===== config.mk =====
export PLATFORM = sky130hd
export DESIGN_NAME = rr_arb_mux
export DESIGN_NICKNAME = d
export VERILOG_FILES = /design/src/rtl/comm_pkg.sv /design/src/rtl/onehot_mux.sv /design/src/rtl/rr_arb_mux.sv
export SDC_FILE = /design/constraint.sdc
export NUM_CORES = 1
export LEC_CHECK = 0
export BUFFER_PORTS_ARGS = -buffer_cell sky130_fd_sc_hd__buf_2
export CAP_MARGIN = 25
export CELL_PAD_IN_SITES_DETAIL_PLACEMENT = 1
export CELL_PAD_IN_SITES_GLOBAL_PLACEMENT = 1
export CORE_ASPECT_RATIO = 1.4
export CORE_MARGIN = 1
export CORE_UTILIZATION = 39
export DETAILED_ROUTE_END_ITERATION = 8
export GPL_TIMING_DRIVEN = 0
export PLACE_DENSITY_LB_ADDON = 0.1
export SYNTH_ARGS = -nofsm -noshare
export SYNTH_HDL_FRONTEND = slang
export SYNTH_SLANG_ARGS = --single-unit

===== constraint.sdc =====
create_clock -name clk_i -period 3.3 [get_ports clk_i]
set_clock_uncertainty 0.1 [all_clocks]
set_input_delay 0 -clock clk_i [delete_from_list [all_inputs] [get_ports clk_i]]
set_output_delay 0 -clock clk_i [all_outputs]
set_load 0.005 [all_outputs]

===== src/rtl/comm_pkg.sv =====
// Shared communication types: arbiter output-stage state encoding.
package comm_pkg;

  typedef enum logic {
    RR_IDLE = 1'b0,
    RR_HOLD = 1'b1
  } rr_state_e;

endpackage


===== src/rtl/onehot_mux.sv =====
// One-hot AND-OR selector: returns the payload whose select bit is set, zero if none.
module onehot_mux #(
  parameter type T         = logic,
  parameter int  SEL_WIDTH = 2
) (
  input  logic [SEL_WIDTH-1:0] sel_i,
  input  T                     data_i [SEL_WIDTH-1:0],
  output T                     data_o
);

  localparam int W = $bits(T);

  // OR together every payload whose select bit is set
  always_comb begin
    logic [W-1:0] acc;
    acc = '0;
    for (int i = 0; i < SEL_WIDTH; i++) begin
      if (sel_i[i]) acc = acc | data_i[i];
    end
    data_o = T'(acc);
  end

endmodule


===== src/rtl/rr_arb_mux.sv =====
// Round-robin arbiter feeding a single registered output slot.
// A requester is granted only when the slot is empty or draining this cycle,
// so a stalled output blocks all requesters and holds its payload steady.
module rr_arb_mux
  import comm_pkg::*;
#(
  parameter type T       = logic,
  parameter int  REQ_NUM = 4
) (
  input  logic               clk_i,
  input  logic               rst_i,
  input  logic [REQ_NUM-1:0] req_valid_i,
  input  T                   req_data_i [REQ_NUM-1:0],
  output logic [REQ_NUM-1:0] req_ready_o,
  output logic               out_valid_o,
  output T                   out_data_o,
  output logic [REQ_NUM-1:0] out_src_oh_o,
  input  logic               out_ready_i
);

  localparam int PTR_W = $clog2(REQ_NUM);

  rr_state_e          state_q, state_d;
  logic [PTR_W-1:0]   ptr_q, ptr_d;
  logic [REQ_NUM-1:0] src_oh_q, src_oh_d;
  T                   data_q, data_d;
  logic [REQ_NUM-1:0] gnt;
  logic               can_load;
  T                   mux_data;

  assign out_valid_o  = (state_q == RR_HOLD);
  assign out_data_o   = data_q;
  assign out_src_oh_o = src_oh_q;
  assign can_load     = !out_valid_o || out_ready_i;
  assign req_ready_o  = gnt;

  onehot_mux #(
    .T         (T),
    .SEL_WIDTH (REQ_NUM)
  ) u_sel (
    .sel_i  (gnt),
    .data_i (req_data_i),
    .data_o (mux_data)
  );

  // Rotating priority search starting at ptr; reset suppresses any grant
  always_comb begin
    logic             found;
    int               idx;
    int               nxt;
    logic [PTR_W-1:0] idx_w;
    gnt   = '0;
    ptr_d = ptr_q;
    found = 1'b0;
    idx   = 0;
    nxt   = 0;
    idx_w = '0;
    if (can_load && !rst_i) begin
      for (int off = 0; off < REQ_NUM; off++) begin
        idx = int'(ptr_q) + off;
        if (idx >= REQ_NUM) idx = idx - REQ_NUM;
        idx_w = PTR_W'(idx);
        if (!found && req_valid_i[idx_w]) begin
          found      = 1'b1;
          gnt[idx_w] = 1'b1;
          nxt        = idx + 1;
          if (nxt == REQ_NUM) nxt = 0;
          ptr_d      = PTR_W'(nxt);
        end
      end
    end
  end

  // Output slot next state: load on grant, empty on fire without refill
  always_comb begin
    state_d  = state_q;
    data_d   = data_q;
    src_oh_d = src_oh_q;
    if (|gnt) begin
      state_d  = RR_HOLD;
      data_d   = mux_data;
      src_oh_d = gnt;
    end else if (state_q == RR_HOLD && out_ready_i) begin
      state_d  = RR_IDLE;
    end
  end

  // State, pointer and payload registers
  always_ff @(posedge clk_i) begin
    if (rst_i) begin
      state_q  <= RR_IDLE;
      ptr_q    <= '0;
      src_oh_q <= '0;
      data_q   <= '0;
    end else begin
      state_q  <= state_d;
      ptr_q    <= ptr_d;
      src_oh_q <= src_oh_d;
      data_q   <= data_d;
    end
  end

`ifdef COMM_ASSERT
  // Grant and output source must never name more than one requester
  always_ff @(posedge clk_i) begin
    if (!rst_i) begin
      assert ($onehot0(gnt));
      if (out_valid_o) assert ($onehot(src_oh_q));
    end
  end
`endif

endmodule


==> reports/results.ini <==
[timing]
hold_ws_ns = 0.002381
clock.fmax_mhz = 313.0
rsz0062_at_grt = no
tns_ns = 0
post-route-period-util_pct = 96.83
hold_viol_final = 0
slew_headroom_pct = 58.70
worst_slew_pin_slew_ns = 0.6195
drv_slew = 0
layout_min_cycle_time_ns = 3.195
finalSetupViolCount = 0

[synthesis]
synthCells = 85
syn_area_um2 = 824.5
synth-edff-count = 0
yosys_warnings = 0
synth_fp_nets = 101
synth_common_cells = dfxtp_1, inv_1, a21o_1
synth_ff_type = dfxtp_1
yosysSeqAreaShare_pct = 19.42
ys_seq_elements = 8
yosysTopAreaCellShare_pct = 19.42
synth_cell_types = 38
synth.largest_area_cell = dfxtp_1
syn_avg_cell_area_um2 = 9.700
async_reset_ff_share_pct = 0
synthTopCellsByArea = dfxtp_1, mux4_2, ha_1, a21o_1, a31o_1

[routing]
wirelength_um = 2342
wire_per_inst_um = 17.74
drc_errors = 0
first_pass_iters = 4
drt-vias-per-instance = 6.212
vias = 820
drtAntennaViolNets = 0
drt_iter0_markers = 26

[setup_path]
r2r_end = out_src_oh_o[2]$_SDFFE_PP0P_
startpoint = ptr_q[0]$_SDFFE_PP0P_
worstPathMaxFanout = 10
arrival_ns = 3.25
cp_data_required_time_ns = 3.36
path_class = reg2reg
r2r_cells = 9
crit_path_end_kind = flip-flop
r2r_start = ptr_q[0]$_SDFFE_PP0P_
cp-start-kind = flip-flop
reg2reg_slack_ns = 0.10
endpoint = out_src_oh_o[2]$_SDFFE_PP0P_

[global_route]
grtUsageTotal_pct = 23.99
grt-ovfl-total = 0
antenna_found_initial = 0
grt_pass1_vias = 810
grt_max_degree = 11
grt_first_pass_wirelength_um = 3836

[placement]
dpl.hpwl_um = 1838
gp_congestion = 0.7772
io_buffers = 19

[clock_network]
insertion_delay_ns = 0.27
root_buffer = clkbuf_4
cts_tree = done
path_clk_slew_ns = 0.06
cts.sinks = 8
cts_buffers = 3
cts_setup_buffers = 0
cts_max_level = 1
cts_buffer_depth = 2

[floorplan]
die-area_um2 = 2305
placementRows = 19
die_y_um = 56.41
die_x_um = 40.86
ios = 21
core_um2 = 1973
initial_core_util_pct = 41.79

[cells_and_area]
fin_nets = 129
synthToLayoutAreaGrowth_pct = 22.31
fill_cells = 256
antenna_cells = 0
drive_gt1_share_pct = 34.23

[outcome]
outcome = finished clean

[pwr]
power_density_nw_per_um2 = 853.4
max-vdd-ir-drop_v = 0.0004327
p_leak_nw = 0.4715

[flow_run]
drv_cap = 0

[min_path]
hold_class = in2reg

-- worst max-delay path, cell delays in order (launching register included) --
cell and delay [ns]:
dfxtp_1 0.40, buf_6 0.17, inv_1 0.08, ha_1 0.37, mux4_2 0.65, nand3b_1 0.20
a221oi_1 0.57, a2111oi_2 0.15, nor2b_4 0.18, a31o_1 0.21
-- layer usage --
| layer | up-vias | wire length, um | GRT usage [%] |
|---|---|---|---|
| met4 | 0 | 19 | 8.571 |
| li1 | 391 | - | - |
| met2 | 18 | 1293 | 38.62 |
| met3 | 3 | 66 | 3.557 |
| met1 | 408 | 962 | 30.58 |
| met5 | - | 0 | 0 |
-- through the flow --
step           setup slack, ns  cells  utilization (%)  instance area (um2)  power (mW)
6_report                0.1047    132            51.11                 1008      0.8606
3_3_place_gp            0.1959    125            47.94                945.9      0.7562
2_1_floorplan           0.4016     85                -                824.5      0.6183
5_1_grt               0.001108    132            51.11                 1008      0.9292
4_1_cts                 0.1301    132            51.11                 1008      0.8655
3_5_place_dp            0.1392    125            47.94                945.9      0.7787
-- final cells by class --
| cell class | instances | area [um2] | share of cell area, % |
|---|---|---|---|
| flip-flops and latches | 8 | 160.2 | 15.88 |
| clock buffers | 3 | 22.52 | 2.233 |
| plain buffers | 3 | 30.03 | 2.978 |
| inverters | 8 | 30.03 | 2.978 |
| well taps | 21 | 26.28 | 2.605 |
| multi-input cells | 66 | 604.3 | 59.93 |
| repair buffers | 23 | 135.1 | 13.40 |
-- placed cells by master, fill, tap and decap left out, types with 2 or more instances in the layout --
master / instances
buf_6: 2
a221oi_1: 2
clkbuf_4: 3
ha_1: 5
nand2_1: 3
nand3b_1: 2
a31o_1: 4
a21oi_2: 2
nand2b_1: 2
a21oi_1: 5
dfxtp_1: 8
inv_1: 8
a2111o_1: 2
a21o_1: 6
a22oi_1: 3
a211o_1: 2
mux4_2: 4
dlygate4sd3_1: 4
a211oi_1: 2
nor2_1: 3
buf_2: 19
-- sequential cells by signal (all words and copies together), names as in the netlist --
signal        count
out_src_oh_o      4
ptr_q             2
out_data_o        1
out_valid_o       1
-- power breakdown --
part	total [mW]	switching [mW]	internal (mW)
registers	0.168	0.0282	0.140
logic	0.611	0.329	0.283
clock network	0.0814	0.0394	0.0420
-- logic make-up (layout without fill, tap and decap cells) --
logic type	after synthesis	after routing	synth area share, %
AO/OA/AOI/OAI	38	38	38.09
adder cells (fa/ha/maj)	5	5	7.587
buffers and inverters	11	37	7.284
flip-flops	8	8	19.42
multiplexers	5	5	12.14
AND/OR/NAND/NOR	18	18	15.48
-- worst min path at each step --
| stage | startpoint | end | cells past startpoint |
|---|---|---|---|
| CTS | req_data_i[1] | out_data_o$_SDFFE_PP0P_ | 3 |
| floorplan | rst_i | ptr_q[0]$_SDFFE_PP0P_ | 2 |
| finish | req_data_i[1] | out_data_o$_SDFFE_PP0P_ | 3 |
| global route | req_data_i[1] | out_data_o$_SDFFE_PP0P_ | 3 |
| detailed placement | rst_i | ptr_q[0]$_SDFFE_PP0P_ | 2 |
| global placement | rst_i | ptr_q[0]$_SDFFE_PP0P_ | 2 |
-- timing repair --
| action | 4_1_cts | 5_1_grt |
|---|---|---|
| hold buffers | 4 | 0 |
| resized for setup | 0 | 0 |
| endpoints found under the hold margin | 2 | 0 |
No activity file was read; power rests on OpenSTA's default activity.
